File: config.mk
export PLATFORM = sky130hd
export DESIGN_NAME = pc_ctrl_abc
export DESIGN_NICKNAME = d
export VERILOG_FILES = /design/src/rtl/pc_ctrl_abc_pkg.sv /design/src/rtl/branch_lut_abc.sv /design/src/rtl/pc_ctrl_abc.sv
export SDC_FILE = /design/constraint.sdc
export NUM_CORES = 1
export LEC_CHECK = 0
export CORE_UTILIZATION = 53
export CTS_BUF_LIST = sky130_fd_sc_hd__clkbuf_8
export CTS_CLUSTER_DIAMETER = 200
export DETAILED_ROUTE_END_ITERATION = 8
export GPL_TIMING_DRIVEN = 0
export PLACE_DENSITY = 0.73
export SLEW_MARGIN = 20
export SYNTH_ARGS = -nofsm -noshare
export SYNTH_HDL_FRONTEND = slang
export SYNTH_SLANG_ARGS = --single-unit
File: constraint.sdc
create_clock -name CLK -period 4.4 [get_ports CLK]
set_clock_uncertainty 0.05 [all_clocks]
set_input_delay 0.66 -clock CLK [delete_from_list [all_inputs] [get_ports CLK]]
set_output_delay 0.66 -clock CLK [all_outputs]
set_load 0.1 [all_outputs]
File: src/rtl/pc_ctrl_abc_pkg.sv
// Shared definitions for the ABC program-counter stage: FSM state encoding
// and default widths.
package pc_ctrl_abc_pkg;

    typedef enum logic [1:0] {
        sIDLE = 2'd0,
        sRUN  = 2'd1,
        sHALT = 2'd2
    } pc_state_e;

    localparam int PC_W_DEF   = 10;
    localparam int LUT_AW_DEF = 5;

endpackage

File: src/rtl/branch_lut_abc.sv
// Branch-target table: register array with one write port, one combinational
// read port and a synchronous active-low clear of every entry.
module branch_lut_abc #(
    parameter int AW = 5,
    parameter int DW = 10
) (
    input  logic          clk,
    input  logic          rst_n,
    input  logic          we,
    input  logic [AW-1:0] waddr,
    input  logic [DW-1:0] wdata,
    input  logic [AW-1:0] raddr,
    output logic [DW-1:0] rdata
);

    logic [DW-1:0] mem [2**AW];

    always_ff @(posedge clk) begin
        if (!rst_n) begin
            for (int i = 0; i < 2**AW; i++) begin
                mem[i] <= '0;
            end
        end else if (we) begin
            mem[waddr] <= wdata;
        end
    end

    assign rdata = mem[raddr];

endmodule

File: src/rtl/pc_ctrl_abc.sv
// Program-counter / branch-resolution stage for the ABC core.
// Optional taken-branch counter built only when PC_PERF_EN is defined.
module pc_ctrl_abc
    import pc_ctrl_abc_pkg::*;
#(
    parameter int              PC_W       = PC_W_DEF,
    parameter int              LUT_AW     = LUT_AW_DEF,
    parameter logic [PC_W-1:0] START_ADDR = '0
) (
    input  logic              CLK,
    input  logic              RESET_N,
    input  logic              START,
    input  logic              STALL,
    input  logic              BRANCH_EN,
    input  logic              BR_FLAG,
    input  logic [LUT_AW-1:0] BR_IDX,
    input  logic              HALT_REQ,
    input  logic              LUT_WE,
    input  logic [LUT_AW-1:0] LUT_WADDR,
    input  logic [PC_W-1:0]   LUT_WDATA,
    output logic [PC_W-1:0]   PC,
    output logic              FETCH_VALID,
    output logic              DONE,
    output logic [15:0]       TAKEN_CNT,
    output pc_state_e         STATE
);

    pc_state_e       state_q, state_d;
    logic [PC_W-1:0] pc_q, pc_d;
    logic [PC_W-1:0] lut_target;
    logic            lut_we_ok;

    // The table is frozen while a program runs so targets cannot shift mid-flight.
    assign lut_we_ok = LUT_WE && (state_q != sRUN);

    branch_lut_abc #(
        .AW(LUT_AW),
        .DW(PC_W)
    ) u_lut (
        .clk  (CLK),
        .rst_n(RESET_N),
        .we   (lut_we_ok),
        .waddr(LUT_WADDR),
        .wdata(LUT_WDATA),
        .raddr(BR_IDX),
        .rdata(lut_target)
    );

    always_ff @(posedge CLK) begin
        if (!RESET_N) begin
            state_q <= sIDLE;
            pc_q    <= START_ADDR;
        end else begin
            state_q <= state_d;
            pc_q    <= pc_d;
        end
    end

    // RUN priority: stall > halt > taken branch > sequential.
    always_comb begin
        state_d = state_q;
        pc_d    = pc_q;
        case (state_q)
            sIDLE: begin
                pc_d = START_ADDR;
                if (START) begin
                    state_d = sRUN;
                end
            end
            sRUN: begin
                if (STALL) begin
                    pc_d = pc_q;
                end else if (HALT_REQ) begin
                    state_d = sHALT;
                end else if (BRANCH_EN && BR_FLAG) begin
                    pc_d = lut_target;
                end else begin
                    pc_d = pc_q + 1'b1;
                end
            end
            sHALT: begin
                if (START) begin
                    state_d = sRUN;
                    pc_d    = START_ADDR;
                end
            end
            default: begin
                state_d = sIDLE;
                pc_d    = START_ADDR;
            end
        endcase
    end

    assign PC          = pc_q;
    assign FETCH_VALID = (state_q == sRUN);
    assign DONE        = (state_q == sHALT);
    assign STATE       = state_q;

`ifdef PC_PERF_EN
    logic        br_taken;
    logic        start_acc;
    logic [15:0] cnt_q;

    assign br_taken  = (state_q == sRUN) && !STALL && !HALT_REQ && BRANCH_EN && BR_FLAG;
    assign start_acc = START && (state_q != sRUN);

    always_ff @(posedge CLK) begin
        if (!RESET_N) begin
            cnt_q <= '0;
        end else if (start_acc) begin
            cnt_q <= '0;
        end else if (br_taken && (cnt_q != 16'hFFFF)) begin
            cnt_q <= cnt_q + 16'd1;
        end
    end

    assign TAKEN_CNT = cnt_q;
`else
    assign TAKEN_CNT = 16'd0;
`endif

endmodule
# Word-level counts from Yosys, hierarchy flattened
# Memory sizes are Yosys's and may differ from the RTL's.
# Cells that the tools add are included.
[totals]
n_memories = 1
inputBits = 28
elab_cells = 35
output_inout_bits = 30
register_bits = 12
ramBits = 320
[op_classes]
eq_ne = 8
muxes = 16
reduce_logical = 7
addsub = 1
[memory_table]
columns = ["name", "words", "word_bits", "read_ports", "rd_clocked_by_memory_dff", "write_ports", "line", "text"]
rows = [
  ["u_lut.mem", 32, 10, 1, 0, 32, "branch_lut_abc.sv:16", "logic [DW-1:0] mem [2**AW];"],
]
[ops]
columns = ["op", "n"]
rows = [
  ["10-bit two-way mux", 5],
  ["10-bit one-hot mux with 2 select lines", 1],
  ["10-bit by 1-bit adder with 10-bit output, second input constant", 1],
  ["10-bit OR reduction", 1],
  ["2-bit inequality test, second input constant", 4],
  ["2-bit two-way mux", 3],
  ["3-bit AND reduction", 2],
  ["1-bit two-way mux", 5],
  ["5-bit two-way mux", 1],
  ["2-bit by 1-bit inequality test with 1-bit output, second input constant", 2],
  ["2-bit one-hot mux with 2 select lines", 1],
  ["2-bit by 1-bit == test with 1-bit output, second input constant", 1],
  ["2-bit == test, second input constant", 1],
  ["1-bit logical AND", 2],
  ["2-bit logical NOT", 1],
  ["2-bit OR reduction", 1],
]

# Depth between registers and ports, before layout
[depth]
depth_word = 7
depth_mapped = 9
ltp_nobuf = 6

# Hierarchy
# A second synthesis with hierarchy kept.
[unflattened]
hier_cells = 1228
area_unflattened_um2 = 15890.2
[by_module_without_submodules]
columns = ["mod", "instances", "seq_area_each_um2", "area_per_inst_um2", "cells_each"]
rows = [
  ["branch_lut_abc", 1, 9609.2, 15004.4, 1117],
  ["pc_ctrl_abc", 1, 240.2, 885.8, 111],
]

# Worst setup path after synthesis
# Ideal clock, no wire load.
[synth_timing]
path_kind = "register -> output"
from = "register state_q[1], in the netlist STATE[1]"
to = "output port DONE"
arrival_ns = 2.412
required_ns = 3.690
setup_slack_ns = 1.278
path_buffers = 0
stages_incl_launch_ff = 2
path_cell_list = "dfxtp_1 nor2b_1"
[synth_via]
elab_chain_len = 1
[synth_rtl]
columns = ["element", "line", "text"]
rows = [
  ["start: declaration", "pc_ctrl_abc.sv:28", "pc_state_e state_q, state_d;"],
  ["start signal: assignment", "pc_ctrl_abc.sv:51", "state_q <= sIDLE;"],
  ["start signal: assignment", "pc_ctrl_abc.sv:54", "state_q <= state_d;"],
  ["2-bit == test", "pc_ctrl_abc.sv:96", "assign DONE = (state_q == sHALT);"],
  ["end: declaration", "pc_ctrl_abc.sv:23", "output logic DONE,"],
]
# Every way passes these cells.

# Worst setup path after layout
[layout_timing]
from = "input port BR_IDX[1]"
to = "register pc_q[0], in the netlist PC[0]"
[layout_via]
elab_chain_len = 5
[layout_rtl]
columns = ["element", "line", "text"]
rows = [
  ["start: declaration", "pc_ctrl_abc.sv:16", "input logic [LUT_AW-1:0] BR_IDX,"],
  ["memory 32 x 10 bit", "n/a", ""],
  ["10-bit two-way mux", "pc_ctrl_abc.sv:75", "end else if (BRANCH_EN && BR_FLAG) begin"],
  ["10-bit two-way mux", "pc_ctrl_abc.sv:73", "end else if (HALT_REQ) begin"],
  ["10-bit two-way mux", "pc_ctrl_abc.sv:71", "if (STALL) begin"],
  ["10-bit one-hot mux with 2 select lines", "pc_ctrl_abc.sv:63", "case (state_q)"],
  ["end signal: assignment", "pc_ctrl_abc.sv:55", "pc_q <= pc_d;"],
  ["end: declaration", "pc_ctrl_abc.sv:29", "logic [PC_W-1:0] pc_q, pc_d;"],
]
# Every way passes these cells. The select of a mux whose other input is x is not followed.
# A chain may end at the register's enable or synchronous reset.

==> flow_metrics.tcl <==
set metrics [dict create \
    syn_avg_cell_area_um2 15.1 \
    start_util 0.538 \
    synth_edf_count 320 \
    syn-cell-area_um2 15400 \
    worstSkewPairLatency_ps 600 \
    layout_min_cycle_time_ps 3500 \
    power.switching_uw 1680 \
    cts_setup_buffers 0 \
    endpoint_kind "flop" \
    clk_pin_slew_ps 60 \
    die_area_um2 29800 \
    drive_gt1_frac 0.183 \
    ys_ff_latch 332 \
    max_freq_mhz 286 \
    clockRootBuffer "clkbuf_8" \
    worstMarginPinSlew_ps 1100 \
    ys.flop_type "edfxtp_1" \
    drt_iter0_drc 1231 \
    grt_pass1_wl_um 62100 \
    cts_buffers 53 \
    worst_hold_path_type "reg2reg" \
    status "finished clean" \
    intPower_uw 5030 \
    hold_depth 1 \
    r2r_cells 6 \
    hold_buffers 0 \
    antenna_cells 0 \
    hold_ws_ps 441 \
    crit_path_max_fanout 10 \
    remaining_drc_errors 0 \
    grt_max_degree 15 \
    dp_cells 1475 \
    dieHeight_um 173 \
    synth-async-reset-ratio 0 \
    yosysMostFrequentCell "and2_1" \
    setup_viol 0 \
    p_seq_frac 0.535 \
    wire_per_inst_um 27.3 \
    clock_path_buffers 3 \
    cts_tree "built" \
    area_growth_pct 13.4 \
    final_cells 1573 \
    track_usage 0.293 \
    cts_sinks 332 \
    grt-ovfl-total 0 \
    rsz0062_at_grt "false" \
    io_buffers 36 \
    clkPwrFrac 0.372 \
    dp_hpwl_um 30000 \
    final.setup.tns_ps 0 \
    slew_headroom 0.268 \
    yosys_warnings 0 \
    htreeDepth 2 \
    die_x_um 173 \
    drv_slew 0 \
    utilization 0.610 \
    min_period_over_period 0.794 \
    irDropWorstVdd_mv 0.239 \
    crit_required_ps 4780 \
    post_cts_resized 0 \
    hold_viol 0 \
    via_count 9526 \
    fp.coreArea_um2 28700 \
    antenna_left 0 \
    fin_total_pwr_uw 6710 \
    drt-total-wl_um 42900 \
    gp_congestion 0.920 \
    synthTopCellsByCount "323 x and2_1, 320 x edfxtp_1, 90 x mux4_2" \
    arrival_ps 3870 \
    drv_cap 0 \
    p_leak_uw 0.00644 \
    antenna_found_initial 2 \
    post-synth-top-area-cell "edfxtp_1" \
    seq_area_frac_synth 0.638 \
    yosys-top-cells-area "edfxtp_1 62%, mux4_2 13%, and2_1 13%, dfxtp_1 1.6%, clkbuf_1 1.3%" \
    first_global_vias 9226 \
    dr.pass1.iters 6 \
    power.density_nw_per_um2 383 \
    p_comb_frac 0.093 \
    io_pins 58 \
    swShare 0.251 \
    nets 1175 \
    cp-start-kind "primary input" \
    synth_top_area_frac 0.622 \
    syn_inst 1022 \
    viasPerCell 6.06 \
    worstSetupPathType "in2reg" \
    core.rowCount 62 \
    synthDistinctLibCells 50 \
]
-- cells by family after synthesis --
group           synth area share
fa+ha+maj               0.000810
mux                        0.140
buf+inv                   0.0274
flops                      0.638
simple gates               0.162
compound gates            0.0306
xor+xnor                 0.00170
other cells             0.000243
-- area by class of cell --
type,count,area (um^2)
multi-input combinational,618,5270
timing repair buffer,54,499
clock buffer,54,743
inverter,4,15.0
tap,384,480
sequential,332,9850
fill,2176,11200
clock inverter,44,240
buffer,83,409
-- layout by cell type (no fill, tap or decap), types with 6 or more instances in the layout --
cell               n
o21ai_2           12
nand2_1           14
inv_1             25
o21ai_1           24
mux2i_1            9
mux4_2            90
a21oi_1            6
nor2_1            42
clkbuf_1          53
clkdlybuf4s50_1   36
clkbuf_8          54
and2_1           323
dfxtp_1           12
nand3b_1           7
buf_4             37
conb_1            16
edfxtp_1         320
clkinv_1          12
-- worst paths after layout --
| kind | start | end | slack, ps |
|---|---|---|---|
| setup / recovery | BR_IDX[1] | PC[0]$_SDFFE_PN0P_ | 900 |
| hold reg to reg | PC[9]$_SDFFE_PN0P_ | PC[9]$_SDFFE_PN0P_ | 440 |
| hold / removal | PC[9]$_SDFFE_PN0P_ | PC[9]$_SDFFE_PN0P_ | 440 |
| setup reg to reg | STATE[1]$_SDFFE_PN0P_ | u_lut.mem[0][5]$_SDFFCE_PN0P_ | 1100 |
-- metrics by stage --
step           setup slack (ps)  instance area, um^2
6_report                    905                17500
5_1_grt                     861                17500
4_1_cts                     895                17500
3_5_place_dp                291                16500
3_3_place_gp              -51.1                16300
2_1_floorplan              1280                15500
-- critical path: stages --
cell and delay [ps]:
buf_2 230, buf_1 770, clkbuf_1 880, mux4_2 490, a22oi_1 190, o21ai_1 90
nor3_1 360, o221ai_1 190
-- layer usage --
layer	up-vias	track usage	routed length, um
li1	4033	-	-
met1	4747	0.386	15800
met2	640	0.469	20200
met3	106	0.0743	4950
met4	0	0.121	1950
met5	-	0	0
-- power groups by stage --
stage	Sequential, uW	Clock [uW]	Combinational [uW]
3_3_place_gp	3660	0	590
6_report	3590	2490	623
5_1_grt	3600	2640	642
4_1_cts	3590	2510	615
3_5_place_dp	3660	0	614
2_1_floorplan	3660	0	369
-- registers in the layout, indices dropped and copies added (netlist names) --
signal / cells
u_lut.mem: 320
PC: 10
STATE: 2
(Power assumes the default switching activity.)
